`src/rtl/spm_seq_ctrl_pkg.sv`:
```
`default_nettype none
// ============================================================================
// Module      : spm_seq_ctrl_pkg
// Description : Shared definitions for the scratchpad sequencer control slice.
//               Holds the FSM state encoding, the bit layout of one bank-group
//               field inside a context word, and a pointer-width helper.
// Revision    : 1.0 - initial release
// ============================================================================
package spm_seq_ctrl_pkg;

  // Per-bank-group field layout: {fifo_sel[1:0], en, sel, mode}
  localparam int FLD_MODE = 0;
  localparam int FLD_SEL  = 1;
  localparam int FLD_EN   = 2;
  localparam int FLD_FIFO = 3;
  localparam int FLD_W    = 5;

  typedef enum logic [1:0] {
    ST_IDLE = 2'd0,
    ST_RUN  = 2'd1,
    ST_DONE = 2'd2
  } state_t;

  // Index width for a store of the given depth (never below one bit).
  function automatic int ptr_w(input int depth);
    return (depth > 1) ? $clog2(depth) : 1;
  endfunction

endpackage
`default_nettype wire

```
`src/rtl/spm_seq_ctrl_cfg_store.sv`:
```
`default_nettype none
// ============================================================================
// Module      : spm_seq_ctrl_cfg_store
// Description : DEPTH x INST_W context store. Appends words while idle and not
//               full; a clear rewinds the write pointer. Asynchronous read.
// Ports       : clk, rst_n        clock, async active-low reset
//               i_idle            sequencer is idle (load/clear allowed)
//               i_valid/i_data    incoming context word
//               i_clear           empty the store
//               o_ready           store accepts a word this cycle
//               o_len             number of valid entries
//               i_raddr/o_rdata   asynchronous read port
// Revision    : 1.0 - initial release
// ============================================================================
module spm_seq_ctrl_cfg_store
  import spm_seq_ctrl_pkg::*;
#(
  parameter  int DEPTH  = 32,
  parameter  int INST_W = 24,
  localparam int PTR_W  = ptr_w(DEPTH)
) (
  input  logic              clk,
  input  logic              rst_n,
  input  logic              i_idle,
  input  logic              i_valid,
  input  logic [INST_W-1:0] i_data,
  input  logic              i_clear,
  output logic              o_ready,
  output logic [PTR_W:0]    o_len,
  input  logic [PTR_W-1:0]  i_raddr,
  output logic [INST_W-1:0] o_rdata
);

  logic [INST_W-1:0] r_mem [DEPTH];
  logic [PTR_W:0]    r_wr_ptr;
  logic              w_full;
  logic              w_wr;

  assign w_full  = (r_wr_ptr >= (PTR_W+1)'(DEPTH));
  assign o_ready = i_idle && !w_full;
  // A clear in the same cycle suppresses the write so nothing lands past len.
  assign w_wr    = i_valid && o_ready && !i_clear;

  always_ff @(posedge clk or negedge rst_n) begin
    if (!rst_n) begin
      r_wr_ptr <= '0;
    end else if (i_idle && i_clear) begin
      r_wr_ptr <= '0;
    end else if (w_wr) begin
      r_wr_ptr <= r_wr_ptr + (PTR_W+1)'(1);
    end
  end

  // Contents are deliberately not reset; only the pointer defines validity.
  always_ff @(posedge clk) begin
    if (w_wr) begin
      r_mem[r_wr_ptr[PTR_W-1:0]] <= i_data;
    end
  end

  assign o_len   = r_wr_ptr;
  assign o_rdata = r_mem[i_raddr];

endmodule
`default_nettype wire

```
`src/rtl/spm_seq_ctrl.sv`:
```
`default_nettype none
// ============================================================================
// Module      : spm_seq_ctrl
// Description : Scratchpad control front-end. Loads a context program, replays
//               it with per-entry repeat and a whole-program loop count, and
//               steers the external or per-group switch port into each bank
//               group according to the active context word.
// Ports       : clk, rst_n                     clock, async active-low reset
//               i_cfg_valid/i_cfg_data/o_cfg_ready  context load handshake
//               i_cfg_clear                    empty the store (idle only)
//               i_start/i_loop_cnt/i_stop      replay control
//               o_busy/o_done/o_ctx_idx        replay status
//               i_ex_*                         external port (all groups)
//               i_sw_*                         per-group switch ports
//               o_bg_*                         per-group bank-group ports
// Revision    : 1.0 - initial release
// ============================================================================
module spm_seq_ctrl
  import spm_seq_ctrl_pkg::*;
#(
  parameter  int N_BG   = 4,
  parameter  int A_W    = 10,
  parameter  int D_W    = 32,
  parameter  int DEPTH  = 32,
  parameter  int REP_W  = 4,
  parameter  int LOOP_W = 8,
  localparam int INST_W = REP_W + FLD_W*N_BG,
  localparam int PTR_W  = ptr_w(DEPTH)
) (
  input  logic                clk,
  input  logic                rst_n,
  input  logic                i_cfg_valid,
  input  logic [INST_W-1:0]   i_cfg_data,
  output logic                o_cfg_ready,
  input  logic                i_cfg_clear,
  input  logic                i_start,
  input  logic [LOOP_W-1:0]   i_loop_cnt,
  input  logic                i_stop,
  output logic                o_busy,
  output logic                o_done,
  output logic [PTR_W-1:0]    o_ctx_idx,
  input  logic                i_ex_wen,
  input  logic                i_ex_ren,
  input  logic [A_W-1:0]      i_ex_addr,
  input  logic [D_W-1:0]      i_ex_data,
  input  logic [N_BG-1:0]     i_sw_wen,
  input  logic [N_BG-1:0]     i_sw_ren,
  input  logic [N_BG*A_W-1:0] i_sw_addr,
  input  logic [N_BG*D_W-1:0] i_sw_data,
  output logic [N_BG-1:0]     o_bg_en,
  output logic [N_BG-1:0]     o_bg_mode,
  output logic [N_BG-1:0]     o_bg_wen,
  output logic [N_BG-1:0]     o_bg_ren,
  output logic [2*N_BG-1:0]   o_bg_fifo_sel,
  output logic [N_BG*A_W-1:0] o_bg_addr,
  output logic [N_BG*D_W-1:0] o_bg_data
);

  state_t              r_state;
  logic [PTR_W-1:0]    r_rd_ptr;
  logic [REP_W-1:0]    r_rep_cnt;
  logic [LOOP_W-1:0]   r_loops_left;
  logic [INST_W-1:0]   r_inst;

  logic                w_idle;
  logic [PTR_W:0]      w_len;
  logic                w_last;
  logic [PTR_W-1:0]    w_raddr;
  logic [INST_W-1:0]   w_rdata;
  logic [REP_W-1:0]    w_rdata_rep;

  assign w_idle = (r_state == ST_IDLE);

  spm_seq_ctrl_cfg_store #(
    .DEPTH  (DEPTH),
    .INST_W (INST_W)
  ) u_cfg_store (
    .clk     (clk),
    .rst_n   (rst_n),
    .i_idle  (w_idle),
    .i_valid (i_cfg_valid),
    .i_data  (i_cfg_data),
    .i_clear (i_cfg_clear),
    .o_ready (o_cfg_ready),
    .o_len   (w_len),
    .i_raddr (w_raddr),
    .o_rdata (w_rdata)
  );

  // Last entry when rd_ptr+1 reaches len (widened to avoid wrap at DEPTH).
  assign w_last      = (({1'b0, r_rd_ptr} + (PTR_W+1)'(1)) >= w_len);
  // Read port always presents the entry that would be loaded next:
  // entry 0 on start or wrap, rd_ptr+1 on a normal advance.
  assign w_raddr     = ((r_state == ST_RUN) && !w_last) ? (r_rd_ptr + PTR_W'(1)) : '0;
  assign w_rdata_rep = w_rdata[INST_W-1 -: REP_W];

  always_ff @(posedge clk or negedge rst_n) begin
    if (!rst_n) begin
      r_state      <= ST_IDLE;
      r_rd_ptr     <= '0;
      r_rep_cnt    <= '0;
      r_loops_left <= '0;
      r_inst       <= '0;
    end else begin
      case (r_state)
        ST_IDLE: begin
          if (i_start && (w_len != '0)) begin
            r_state      <= ST_RUN;
            r_inst       <= w_rdata;
            r_rd_ptr     <= '0;
            r_rep_cnt    <= w_rdata_rep;
            r_loops_left <= i_loop_cnt;
          end
        end
        ST_RUN: begin
          if (i_stop) begin
            r_state <= ST_IDLE;
            r_inst  <= '0;
          end else if (r_rep_cnt != '0) begin
            r_rep_cnt <= r_rep_cnt - REP_W'(1);
          end else if (!w_last) begin
            r_rd_ptr  <= r_rd_ptr + PTR_W'(1);
            r_inst    <= w_rdata;
            r_rep_cnt <= w_rdata_rep;
          end else if (r_loops_left == '1) begin
            // All-ones loop count: replay until stopped.
            r_rd_ptr  <= '0;
            r_inst    <= w_rdata;
            r_rep_cnt <= w_rdata_rep;
          end else if (r_loops_left != '0) begin
            r_loops_left <= r_loops_left - LOOP_W'(1);
            r_rd_ptr     <= '0;
            r_inst       <= w_rdata;
            r_rep_cnt    <= w_rdata_rep;
          end else begin
            r_state <= ST_DONE;
            r_inst  <= '0;
          end
        end
        ST_DONE: begin
          r_state <= ST_IDLE;
        end
        default: begin
          r_state <= ST_IDLE;
          r_inst  <= '0;
        end
      endcase
    end
  end

  assign o_busy    = (r_state == ST_RUN);
  assign o_done    = (r_state == ST_DONE);
  assign o_ctx_idx = r_rd_ptr;

  // Per-group steering. inst_r is zero outside RUN, so every group is
  // disabled and its accesses gated off there.
  for (genvar g = 0; g < N_BG; g++) begin : g_bg
    logic [FLD_W-1:0] w_fld;
    logic             w_sel;
    logic             w_en;

    assign w_fld = r_inst[FLD_W*g +: FLD_W];
    assign w_sel = w_fld[FLD_SEL];
    assign w_en  = w_fld[FLD_EN];

    assign o_bg_en[g]              = w_en;
    assign o_bg_mode[g]            = w_fld[FLD_MODE];
    assign o_bg_fifo_sel[2*g +: 2] = w_fld[FLD_FIFO +: 2];
    assign o_bg_wen[g]  = (w_sel ? i_sw_wen[g] : i_ex_wen) & w_en;
    assign o_bg_ren[g]  = (w_sel ? i_sw_ren[g] : i_ex_ren) & w_en;
    assign o_bg_addr[A_W*g +: A_W] = w_sel ? i_sw_addr[A_W*g +: A_W] : i_ex_addr;
    assign o_bg_data[D_W*g +: D_W] = w_sel ? i_sw_data[D_W*g +: D_W] : i_ex_data;
  end

endmodule
`default_nettype wire

```
`config.mk`:
```
export PLATFORM = sky130hd
export DESIGN_NAME = spm_seq_ctrl
export DESIGN_NICKNAME = d
export VERILOG_FILES = /design/src/rtl/spm_seq_ctrl_pkg.sv /design/src/rtl/spm_seq_ctrl_cfg_store.sv /design/src/rtl/spm_seq_ctrl.sv
export SDC_FILE = /design/constraint.sdc
export NUM_CORES = 1
export LEC_CHECK = 0
export BUFFER_PORTS_ARGS = -buffer_cell sky130_fd_sc_hd__buf_4
export CORE_ASPECT_RATIO = 0.75
export CORE_MARGIN = 4
export CORE_UTILIZATION = 40
export CTS_CLUSTER_DIAMETER = 60
export CTS_CLUSTER_SIZE = 24
export DETAILED_ROUTE_END_ITERATION = 16
export PLACE_DENSITY = 0.6
export SYNTH_ARGS = -nofsm -noshare
export SYNTH_HDL_FRONTEND = slang
export SYNTH_HIERARCHICAL = 1
export SYNTH_SLANG_ARGS = --single-unit
export TNS_END_PERCENT = 5
```
`constraint.sdc`:
```
create_clock -name clk -period 8.53 [get_ports clk]
set_clock_uncertainty 0.1 [all_clocks]
set_input_delay 0 -clock clk [delete_from_list [all_inputs] [get_ports clk]]
set_output_delay 0 -clock clk [all_outputs]
set_load 0.1 [all_outputs]
```
==> impl_metrics.env <==
export IMPL_layout_commonest_cell="edfxtp_1"
export IMPL_area_growth_pct=18.6
export IMPL_cp_start_kind="register"
export IMPL_drt_iter0_drc=2296
export IMPL_ir_drop_v=0.000192
export IMPL_drtPass1Iterations=5
export IMPL_critical_path_required_ps=8900
export IMPL_leakagePower_nw=13.5
export IMPL_ys_seq_area_share_pct=69.6
export IMPL_crit_type="register to register"
export IMPL_io_pins=458
export IMPL_yosysWarnings=6
export IMPL_root_buffer="clkbuf_16"
export IMPL_worst_setup_path_end_kind="register"
export IMPL_setup_ws_ps=2900
export IMPL_hold_class="primary input to register"
export IMPL_cts_buffer_depth=3
export IMPL_p_int_mw=6.41
export IMPL_fillers=7382
export IMPL_clk_pin_slew_ps=90
export IMPL_synth_edf_count=768
export IMPL_final_cell_mix="768 x edfxtp_1, 501 x buf_4, 393 x mux2i_1"
export IMPL_viasPerCell=5.70
export IMPL_slew_violations=0
export IMPL_timing_slew_headroom_pct=32.9
export IMPL_max_cap_viol_count=0
export IMPL_synth_area_mm2=0.0347
export IMPL_synthArstFlopShare_pct=5.54
export IMPL_grt_max_degree=118
export IMPL_fp_row_count=93
export IMPL_crit_path_max_fanout=55
export IMPL_fin_crit_ps=5630
export IMPL_die_y_um=263
export IMPL_fin_nets=2877
export IMPL_dp_hpwl_mm=88.6
export IMPL_sw_frac_of_total_pct=40.4
export IMPL_hold_violations=0
export IMPL_fin_util_pct=47.9
export IMPL_finalSetupViolations=0
export IMPL_tns_ps=0
export IMPL_clock_latency_ps=600
export IMPL_postSynthCellCount=2161
export IMPL_syn_nets=2434
export IMPL_grt_pass1_wl_mm=180
export IMPL_post_place_ws_ps=3100
export IMPL_core_area_mm2=0.0860
export IMPL_maxClockFrequency_ghz=0.178
export IMPL_gp_congestion=1.06
export IMPL_clock_power_share_pct=21.9
export IMPL_globalRouteOverflowTotal=0
export IMPL_worst_slew_pin_slew_ps=1010
export IMPL_grt_usage_pct=28.4
export IMPL_htreeDepth=2
export IMPL_worstPathArrival_ps=6000
export IMPL_avgSynthCellArea_um2=16.1
export IMPL_ys_ff_latch=813
export IMPL_antenna_left=0
export IMPL_drc=0
export IMPL_clkSinkCount=813
export IMPL_io_buffers=457
export IMPL_cts_tree="built"
export IMPL_start_util_pct=40.4
export IMPL_grt_pass1_vias=20500
export IMPL_wl_mm=134
export IMPL_period_share_pct=66.0
export IMPL_seqPwrFrac_pct=44.3
export IMPL_via_count=21600
export IMPL_routedWlPerCell_um=35.4
export IMPL_drive_above_1_share_pct=30.0
export IMPL_p_sw_mw=4.34
export IMPL_rsz0062_at_grt="no"
export IMPL_finalPower_mw=10.7
export IMPL_ys_flop_type="edfxtp_1"
export IMPL_fp_dieW_um=348
export IMPL_holdWs_ps=71.7
export IMPL_synth_distinct_cells=58
export IMPL_antenna_found_initial=7
export IMPL_power_density_mw_per_mm2=261
export IMPL_numCtsBuffers=43
export IMPL_die_area_mm2=0.0917
export IMPL_outcome="finished clean"
export IMPL_post_cts_resized=0
export IMPL_comb_power_share_pct=33.8
==> final cells by class <==
class	count	area (µm²)	share of cell area (%)
inverter	16	60.1	0.146
antenna	8	20.0	0.0486
multi-input combinational	1184	9870	23.9
timing repair buffer	546	4260	10.3
sequential	813	24200	58.7
clock inverter	14	194	0.470
tap	1140	1430	3.46
clock buffer	64	1190	2.88
==> critical path, cell delays in order (launching register included) <==
cell	delay [ps]
dfrtp_1	410
nand2b_1	420
inv_1	640
o211a_1	290
o21ai_0	310
nor2b_1	700
nor2b_4	270
buf_4	530
buf_4	740
a21oi_1	140
nand3_1	130
nand3_1	190
inv_1	110
a31oi_1	40
o21ai_0	190
a21boi_0	120
==> per-layer routing <==
layer  vias up  part of all wire [%]  track usage, %
met2       815                    43            41.4
li1       9284                     -               -
met5         -                 0.041               0
met3        98                   6.7            4.02
met4         8                   1.3            3.81
met1     11400                    49            46.0
==> kinds of logic after synthesis <==
logic type | after synthesis | synth area share [%]
mux | 566 | 16.9
fa+ha+maj | 15 | 0.540
buf+inv | 164 | 2.78
flops | 813 | 69.6
compound gates | 296 | 5.88
simple gates | 301 | 4.12
xor+xnor | 6 | 0.151
==> Yosys cell counts, types with 3 or more instances <==
cell,number,area [µm²]
nand2_1,100,375
nor2_1,45,169
buf_6,26,293
a22oi_1,74,556
a22o_1,69,604
xor2_1,4,35.0
dfrtp_1,45,1130
inv_1,16,60.1
mux2_2,173,1950
a31oi_1,28,175
nand3_1,80,400
a21boi_0,3,22.5
clkbuf_1,55,206
buf_2,33,165
o22ai_1,4,25.0
edfxtp_1,768,23100
ha_1,15,188
nand4_1,4,25.0
buf_4,29,218
o21ai_0,14,70.1
mux2i_1,393,3930
nor2b_1,16,100
nand2b_1,4,25.0
a21oi_1,86,430
nor3b_1,3,22.5
or3b_2,4,35.0
buf_1,4,15.0
nor3_1,29,145
==> timing repair <==
item                      CTS  global route
hold endpoints to repair  830             0
buffers inserted            0             0
hold buffers               41             0
==> metrics by stage <==
step	cell area, µm²	std cells
final	41200	3785
after global routing	41200	3777
after CTS	41200	3777
after detailed placement	39400	3658
after global placement	39400	3658
after floorplan	34700	2161
==> power by group through the flow <==
stage	clock network, mW	registers, mW	logic, mW
final	2.35	4.76	3.63
after CTS	2.39	4.77	3.62
after global placement	0	4.85	3.58
after floorplan	0	4.62	2.67
after global routing	2.57	4.78	3.71
after detailed placement	0	4.85	3.58
==> registers in the layout, summed over array words and instances, names as in the netlist <==
signal	cells
u_cfg_store/o_len	6
r_loops_left	8
u_cfg_store/r_mem	768
r_rep_cnt	4
o_ctx_idx	5
r_inst	20
r_state	2
==> final timing paths <==
kind | startpoint | to | slack, ps | cells past startpoint
setup / recovery | r_state[1]$_DFFE_PN0P_ | r_rep_cnt[0]$_DFFE_PN0P_ | 2900 | 15
max in group asynchronous | rst_n | r_inst[3]$_DFFE_PN0P_ | 7390 | 4
min in group asynchronous | rst_n | r_rep_cnt[2]$_DFFE_PN0P_ | 390 | 3
hold / removal | i_cfg_clear | u_cfg_store/o_len[2]$_DFFE_PN0P_ | 70 | 3
setup reg to reg | r_state[1]$_DFFE_PN0P_ | r_rep_cnt[0]$_DFFE_PN0P_ | 2900 | 15
hold reg to reg | r_inst[3]$_DFFE_PN0P_ | r_inst[3]$_DFFE_PN0P_ | 420 | 1
(Power assumes the default switching activity.)
